**config.mk**
```make
export PLATFORM = sky130hd
export DESIGN_NAME = alu_serial_seq
export DESIGN_NICKNAME = d
export VERILOG_FILES = /design/src/rtl/alu_serial_seq_pkg.sv /design/src/rtl/alu_serial_seq_alu1bit.sv /design/src/rtl/alu_serial_seq.sv
export SDC_FILE = /design/constraint.sdc
export NUM_CORES = 1
export LEC_CHECK = 0
export BUFFER_PORTS_ARGS = -buffer_cell sky130_fd_sc_hd__clkbuf_2
export CAP_MARGIN = 25
export CORE_ASPECT_RATIO = 1.5
export CORE_MARGIN = 8
export CORE_UTILIZATION = 49
export DETAILED_ROUTE_END_ITERATION = 10
export HOLD_SLACK_MARGIN = 0.05
export PLACE_DENSITY = 0.71
export SYNTH_ARGS = -nofsm -noshare
export SYNTH_HDL_FRONTEND = slang
export SYNTH_HIERARCHICAL = 1
export SYNTH_SLANG_ARGS = --single-unit
```
**constraint.sdc**
```tcl
create_clock -name clk -period 6.3 [get_ports clk]
set_clock_uncertainty 0.15 [all_clocks]
set_input_delay 0.945 -clock clk [delete_from_list [all_inputs] [get_ports clk]]
set_output_delay 0.945 -clock clk [all_outputs]
set_load 0.01 [all_outputs]
```
**src/rtl/alu_serial_seq_pkg.sv**
```systemverilog
// Shared encodings for the ALU family (serial sequencer, parallel ALU, decoder).
// Contents: op encodings OP_ADD..OP_OR, sequencer state encodings S_IDLE/S_RUN/S_DONE,
// and a helper that says whether an op uses the carry chain.
package alu_serial_seq_pkg;

  localparam int unsigned OP_W    = 3;
  localparam int unsigned STATE_W = 2;

  typedef enum logic [OP_W-1:0] {
    OP_ADD  = 3'b000,
    OP_SUB  = 3'b001,
    OP_XOR  = 3'b010,
    OP_SLT  = 3'b011,
    OP_AND  = 3'b100,
    OP_NAND = 3'b101,
    OP_NOR  = 3'b110,
    OP_OR   = 3'b111
  } alu_op_e;

  typedef enum logic [STATE_W-1:0] {
    S_IDLE = 2'b00,
    S_RUN  = 2'b01,
    S_DONE = 2'b10
  } seq_state_e;

  // Ops whose result comes from the adder (carry chain and overflow meaningful).
  function automatic logic op_is_arith(input alu_op_e op);
    return (op == OP_ADD) || (op == OP_SUB) || (op == OP_SLT);
  endfunction

  // Ops that add the inverted B operand with an initial carry of one.
  function automatic logic op_is_sub(input alu_op_e op);
    return (op == OP_SUB) || (op == OP_SLT);
  endfunction

endpackage

```
**src/rtl/alu_serial_seq_alu1bit.sv**
```systemverilog
// One-bit ALU slice used as the serial datapath of alu_serial_seq.
// Ports:
//   a, b  in  operand bits
//   cin   in  carry in (used by ADD/SUB/SLT only)
//   op    in  operation
//   y_c   out combinational result bit (sum bit for ADD/SUB/SLT)
//   cout_c out combinational carry out (0 for logical ops)
module alu_serial_seq_alu1bit
  import alu_serial_seq_pkg::*;
(
  input  logic    a,
  input  logic    b,
  input  logic    cin,
  input  alu_op_e op,
  output logic    y_c,
  output logic    cout_c
);

  logic w_b_eff;

  // SUB/SLT add the complement of b; the caller seeds cin=1 on the first bit.
  assign w_b_eff = op_is_sub(op) ? ~b : b;

  always_comb begin
    y_c    = 1'b0;
    cout_c = 1'b0;
    case (op)
      OP_ADD, OP_SUB, OP_SLT: begin
        y_c    = a ^ w_b_eff ^ cin;
        cout_c = (a & w_b_eff) | (a & cin) | (w_b_eff & cin);
      end
      OP_XOR:  y_c = a ^ b;
      OP_AND:  y_c = a & b;
      OP_NAND: y_c = ~(a & b);
      OP_NOR:  y_c = ~(a | b);
      OP_OR:   y_c = a | b;
      default: y_c = 1'b0;
    endcase
  end

endmodule

```
**src/rtl/alu_serial_seq.sv**
```systemverilog
// Bit-serial WIDTH-bit ALU sequencer: drives one 1-bit slice LSB-first, one bit per clock,
// carrying the slice carry between bits and assembling the WIDTH-bit result.
// Optional flags are compiled in with the macro ALU_SERIAL_FLAGS_EN.
// Ports:
//   clk      in  rising-edge clock
//   reset    in  synchronous active-high reset
//   start    in  request, sampled only in IDLE
//   op       in  3-bit operation (see alu_serial_seq_pkg)
//   a, b     in  WIDTH-bit operands, captured with start
//   busy     out high while bits are being processed
//   done     out one-cycle pulse, result valid
//   result   out WIDTH-bit result, held until the next completed operation
//   zero     out [ALU_SERIAL_FLAGS_EN] result == 0
//   overflow out [ALU_SERIAL_FLAGS_EN] signed overflow (ADD/SUB/SLT)
//   carryout out [ALU_SERIAL_FLAGS_EN] carry out of MSB (ADD/SUB/SLT)
module alu_serial_seq
  import alu_serial_seq_pkg::*;
#(
  parameter int unsigned WIDTH = 8
) (
  input  logic             clk,
  input  logic             reset,
  input  logic             start,
  input  logic [OP_W-1:0]  op,
  input  logic [WIDTH-1:0] a,
  input  logic [WIDTH-1:0] b,
  output logic             busy,
  output logic             done,
  output logic [WIDTH-1:0] result
`ifdef ALU_SERIAL_FLAGS_EN
  ,
  output logic             zero,
  output logic             overflow,
  output logic             carryout
`endif
);

  localparam int unsigned CNT_W = $clog2(WIDTH) + 1;
  localparam logic [CNT_W-1:0] CNT_LAST = CNT_W'(WIDTH - 1);

  seq_state_e       r_state;
  seq_state_e       w_state_nxt;
  logic [CNT_W-1:0] r_cnt;
  logic [WIDTH-1:0] r_a_sh;
  logic [WIDTH-1:0] r_b_sh;
  logic [WIDTH-2:0] r_res_sh;
  alu_op_e          r_op;
  logic             r_carry;
  logic             r_busy;
  logic             r_done;
  logic [WIDTH-1:0] r_result;

  logic             w_accept;
  logic             w_run;
  logic             w_last;
  logic             w_slice_y;
  logic             w_slice_cout;
  logic [WIDTH-1:0] w_res_nxt;
  logic             w_ovf;
  logic [WIDTH-1:0] w_result_final;

  assign w_accept = (r_state == S_IDLE) && start;
  assign w_run    = (r_state == S_RUN);
  assign w_last   = w_run && (r_cnt == CNT_LAST);

  // The single serial datapath slice.
  alu_serial_seq_alu1bit u_slice (
    .a      (r_a_sh[0]),
    .b      (r_b_sh[0]),
    .cin    (r_carry),
    .op     (r_op),
    .y_c    (w_slice_y),
    .cout_c (w_slice_cout)
  );

  // After the last bit this holds the complete shifted result, LSB from the first bit.
  assign w_res_nxt = {w_slice_y, r_res_sh};

  // On the last bit r_carry is the carry into the MSB and the slice cout the carry out of it.
  assign w_ovf = op_is_arith(r_op) ? (r_carry ^ w_slice_cout) : 1'b0;

  // SLT reduces to the corrected sign of a - b.
  assign w_result_final = (r_op == OP_SLT) ? {{(WIDTH-1){1'b0}}, w_slice_y ^ w_ovf} : w_res_nxt;

  // Sequencer state register.
  always_ff @(posedge clk) begin
    if (reset) begin
      r_state <= S_IDLE;
    end else begin
      r_state <= w_state_nxt;
    end
  end

  // Sequencer next state.
  always_comb begin
    w_state_nxt = r_state;
    case (r_state)
      S_IDLE:  if (start) w_state_nxt = S_RUN;
      S_RUN:   if (r_cnt == CNT_LAST) w_state_nxt = S_DONE;
      S_DONE:  w_state_nxt = S_IDLE;
      default: w_state_nxt = S_IDLE;
    endcase
  end

  // Operand capture, bit shifting and result assembly.
  always_ff @(posedge clk) begin
    if (reset) begin
      r_cnt    <= '0;
      r_a_sh   <= '0;
      r_b_sh   <= '0;
      r_res_sh <= '0;
      r_op     <= OP_ADD;
      r_carry  <= 1'b0;
      r_busy   <= 1'b0;
      r_done   <= 1'b0;
      r_result <= '0;
    end else begin
      r_done <= w_last;
      if (w_accept) begin
        r_a_sh   <= a;
        r_b_sh   <= b;
        r_op     <= alu_op_e'(op);
        r_cnt    <= '0;
        r_carry  <= op_is_sub(alu_op_e'(op));
        r_res_sh <= '0;
        r_busy   <= 1'b1;
      end else if (w_run) begin
        r_a_sh   <= {1'b0, r_a_sh[WIDTH-1:1]};
        r_b_sh   <= {1'b0, r_b_sh[WIDTH-1:1]};
        r_res_sh <= w_res_nxt[WIDTH-1:1];
        r_carry  <= w_slice_cout;
        r_cnt    <= r_cnt + CNT_W'(1);
        if (w_last) begin
          r_busy   <= 1'b0;
          r_result <= w_result_final;
        end
      end
    end
  end

  assign busy   = r_busy;
  assign done   = r_done;
  assign result = r_result;

`ifdef ALU_SERIAL_FLAGS_EN
  logic r_zero;
  logic r_overflow;
  logic r_carryout;

  // Flags update together with the result and hold until the next completion.
  always_ff @(posedge clk) begin
    if (reset) begin
      r_zero     <= 1'b0;
      r_overflow <= 1'b0;
      r_carryout <= 1'b0;
    end else if (w_last) begin
      r_zero     <= (w_result_final == '0);
      r_overflow <= w_ovf;
      r_carryout <= op_is_arith(r_op) ? w_slice_cout : 1'b0;
    end
  end

  assign zero     = r_zero;
  assign overflow = r_overflow;
  assign carryout = r_carryout;
`endif

endmodule

```
==> metrics.md <==
| Metric | Value |
|---|---|
| Status | finished, final reports clean |
| Num Clock Sinks | 43 |
| Antenna violations before repair | 0 |
| Syn Std Cell Area | 1850 um^2 |
| EDFF count, synth | 0 |
| Die ar. | 6040 um^2 |
| Clk Latency, worst-skew pair | 0.29 ns |
| Total CTS buffers | 5 |
| R2R depth | 9 |
| Leakage | 0.793 nW |
| Cts hold-fix bufs | 0 |
| Final setup vio count | 0 |
| Hold Path Cell Cnt | 2 |
| GPL Wtd Cong | 0.766 |
| Die Wd | 66.2 um |
| Worst Max-Slew Pin Slew | 0.773 ns |
| DP Worst Slack | 3.81 ns |
| CTS max path bufs | 2 |
| Largest net degree at the start of global routing | 34 |
| Vias in the first global route | 1539 |
| Reported max-cap violation count | 0 |
| Worst-path fanout max | 6 |
| Met3 Use GR | 4.18% |
| DRC violations left | 0 |
| Share of cells above drive strength 1 | 18.3% |
| WS Path Type | register to register |
| Fmax achieved | 402 MHz |
| Yosys reg bits | 43 |
| Finished Cell Area | 2080 um^2 |
| Post-CTS Setup Bufs | 0 |
| Cells after Synth | 215 |
| Global routing usage on met1 | 15.5% |
| Setup crit start kind | register |
| Most frequent cells in the layout | 43 x dfxtp_1, 39 x nand2_1, 39 x a21oi_1 |
| DRT Wirelength | 3.86 mm |
| CP arrival | 2.49 ns |
| Register area share after synthesis | 46.5% |
| Antenna Nets Post-Route | 0 |
| Async SR Flop Fraction | 0% |
| Core region area | 3650 um^2 |
| Antenna cells | 0 |
| Worst EP required | 6.30 ns |
| Port Buf Inserts | 31 |
| Fin crit share | 39.5% |
| CTS tree | done |
| DRT Pass-1 Iters | 5 |
| Area Growth Syn to Fin | 12.2% |
| Initial core utilization | 50.8% |
| Remaining global-route overflow | 0 |
| Met2 usage | 23.0% |
| Synth Warn # | 6 |
| Fin Hold WS | 0.309 ns |
| RSZ-0062 raised after global routing | false |
| CTS clk-pin slew, worst paths | 0.07 ns |
| Most common cell after layout, fill and taps aside | dfxtp_1 |
| Die Height | 91.3 um |
| Final setup TNS | 0 ns |
| VDD IR-drop max | 0.000190 V |
| Vias per cell | 5.51 |
| Slew margin rel. | 48.4% |
| Distinct cells, synth | 35 |
| Net count reported at finish | 265 |
| Post-CTS resize count | 0 |
| First-pass GRT wire length | 6.82 mm |
| Detailed Place HPWL | 2.69 mm |
| Routed wire per std cell | 13.6 um |
| Period minus WS final | 2.49 ns |
| GR peak layer | met2 |
| Finished Core Util | 57.0% |
| Initial drt markers | 81 |
| H-Tree Depth | 2 |
| FP Rows | 27 |
| PD cells | 251 nW/um^2 |
| DP Area | 2000 um^2 |
| Synth Flop Type | dfxtp_1 |
| Via Count | 1559 |
| Final setup margin | 3.81 ns |
| Num ports | 32 |
| Pins over their slew limit | 0 |
| Worst Setup End Kind | register |
| Root Driver | clkbuf_8 |
| Final Hold Violating Endpoints | 0 |
| Worst min-delay path class | register to register |
| Total track usage | 13.7% |
| Synthesized area per cell | 8.61 um^2 |
| Synthesized Nets | 241 |
-- final timing paths --
path	startpoint	endpoint	slack [ns]
worst max register to register	r_op[0]$_SDFFE_PP0P_	result[0]$_SDFFE_PP0P_	3.81
worst max-delay path	r_op[0]$_SDFFE_PP0P_	result[0]$_SDFFE_PP0P_	3.81
worst min-delay path	r_res_sh[0]$_SDFFE_PP0N_	r_res_sh[0]$_SDFFE_PP0N_	0.31
worst min register to register	r_res_sh[0]$_SDFFE_PP0N_	r_res_sh[0]$_SDFFE_PP0N_	0.31
-- critical path, stage by stage, from the launching register on --
cell and delay [ns]:
dfxtp_1 0.42, inv_1 0.09, nor2_1 0.13, xnor2_1 0.14, fa_1 0.43, a211oi_1 0.26
nor3_2 0.12, xor3_1 0.37, mux2i_1 0.14, a311oi_1 0.10
-- power by group --
group | leakage, nW | switching [mW] | internal, mW
sequential | 0.350 | 0.00848 | 0.282
clock | 0.0422 | 0.0880 | 0.0778
combinational | 0.400 | 0.0367 | 0.0287
total | 0.793 | 0.133 | 0.389
-- cells in the mapped netlist, drive strengths merged, types with 2 or more instances --
library cell	n	area (um^2)
nor2	4	15.0
nand2b	4	27.5
a22oi	14	105
nor2b	2	12.5
inv	6	22.5
nand3	3	15.0
ha	3	37.5
dfxtp	43	861
a21oi	39	195
nand3b	3	22.5
o21ai	9	45.0
mux2i	3	30.0
xnor2	2	17.5
nand2	39	146
clkbuf	6	22.5
nand4	7	43.8
nor3	3	20.0
a211oi	2	15.0
buf	11	75.1
-- routing by layer --
metal  part of all wire (%)  wire (um)
met1                     43       1680
met2                     51       1950
met3                    4.4        169
met4                    1.6         61
met5                      0          0
-- per-stage QoR --
step / power (mW) / cells
after global placement: 0.360 / 273
after global routing: 0.545 / 283
final: 0.522 / 283
after CTS: 0.526 / 283
after floorplan: 0.346 / 215
after detailed placement: 0.362 / 275
-- flip-flops by register name (all words and copies together) (netlist names) --
register,cells
r_a_sh,8
r_b_sh,8
result,8
r_res_sh,7
r_cnt,4
r_op,3
r_state,2
busy,1
done,1
r_carry,1
-- cell type report --
cell class / count / area (um^2)
well taps: 43 / 53.8
flip-flops and latches: 43 / 861
multi-input cells: 149 / 878
fillers: 351 / 1570
repair buffers: 34 / 181
clock buffers: 7 / 76.3
inverters: 6 / 22.5
clock inverters: 1 / 5.00
-- kinds of logic after synthesis --
family | count (synthesis) | share of synthesized area [%]
simple gates | 70 | 18.5
compound gates | 68 | 21.1
flops | 43 | 46.5
buf+inv | 23 | 6.49
xor+xnor | 4 | 2.70
fa+ha+maj | 4 | 3.11
mux | 3 | 1.62
(Power assumes the default switching activity.)
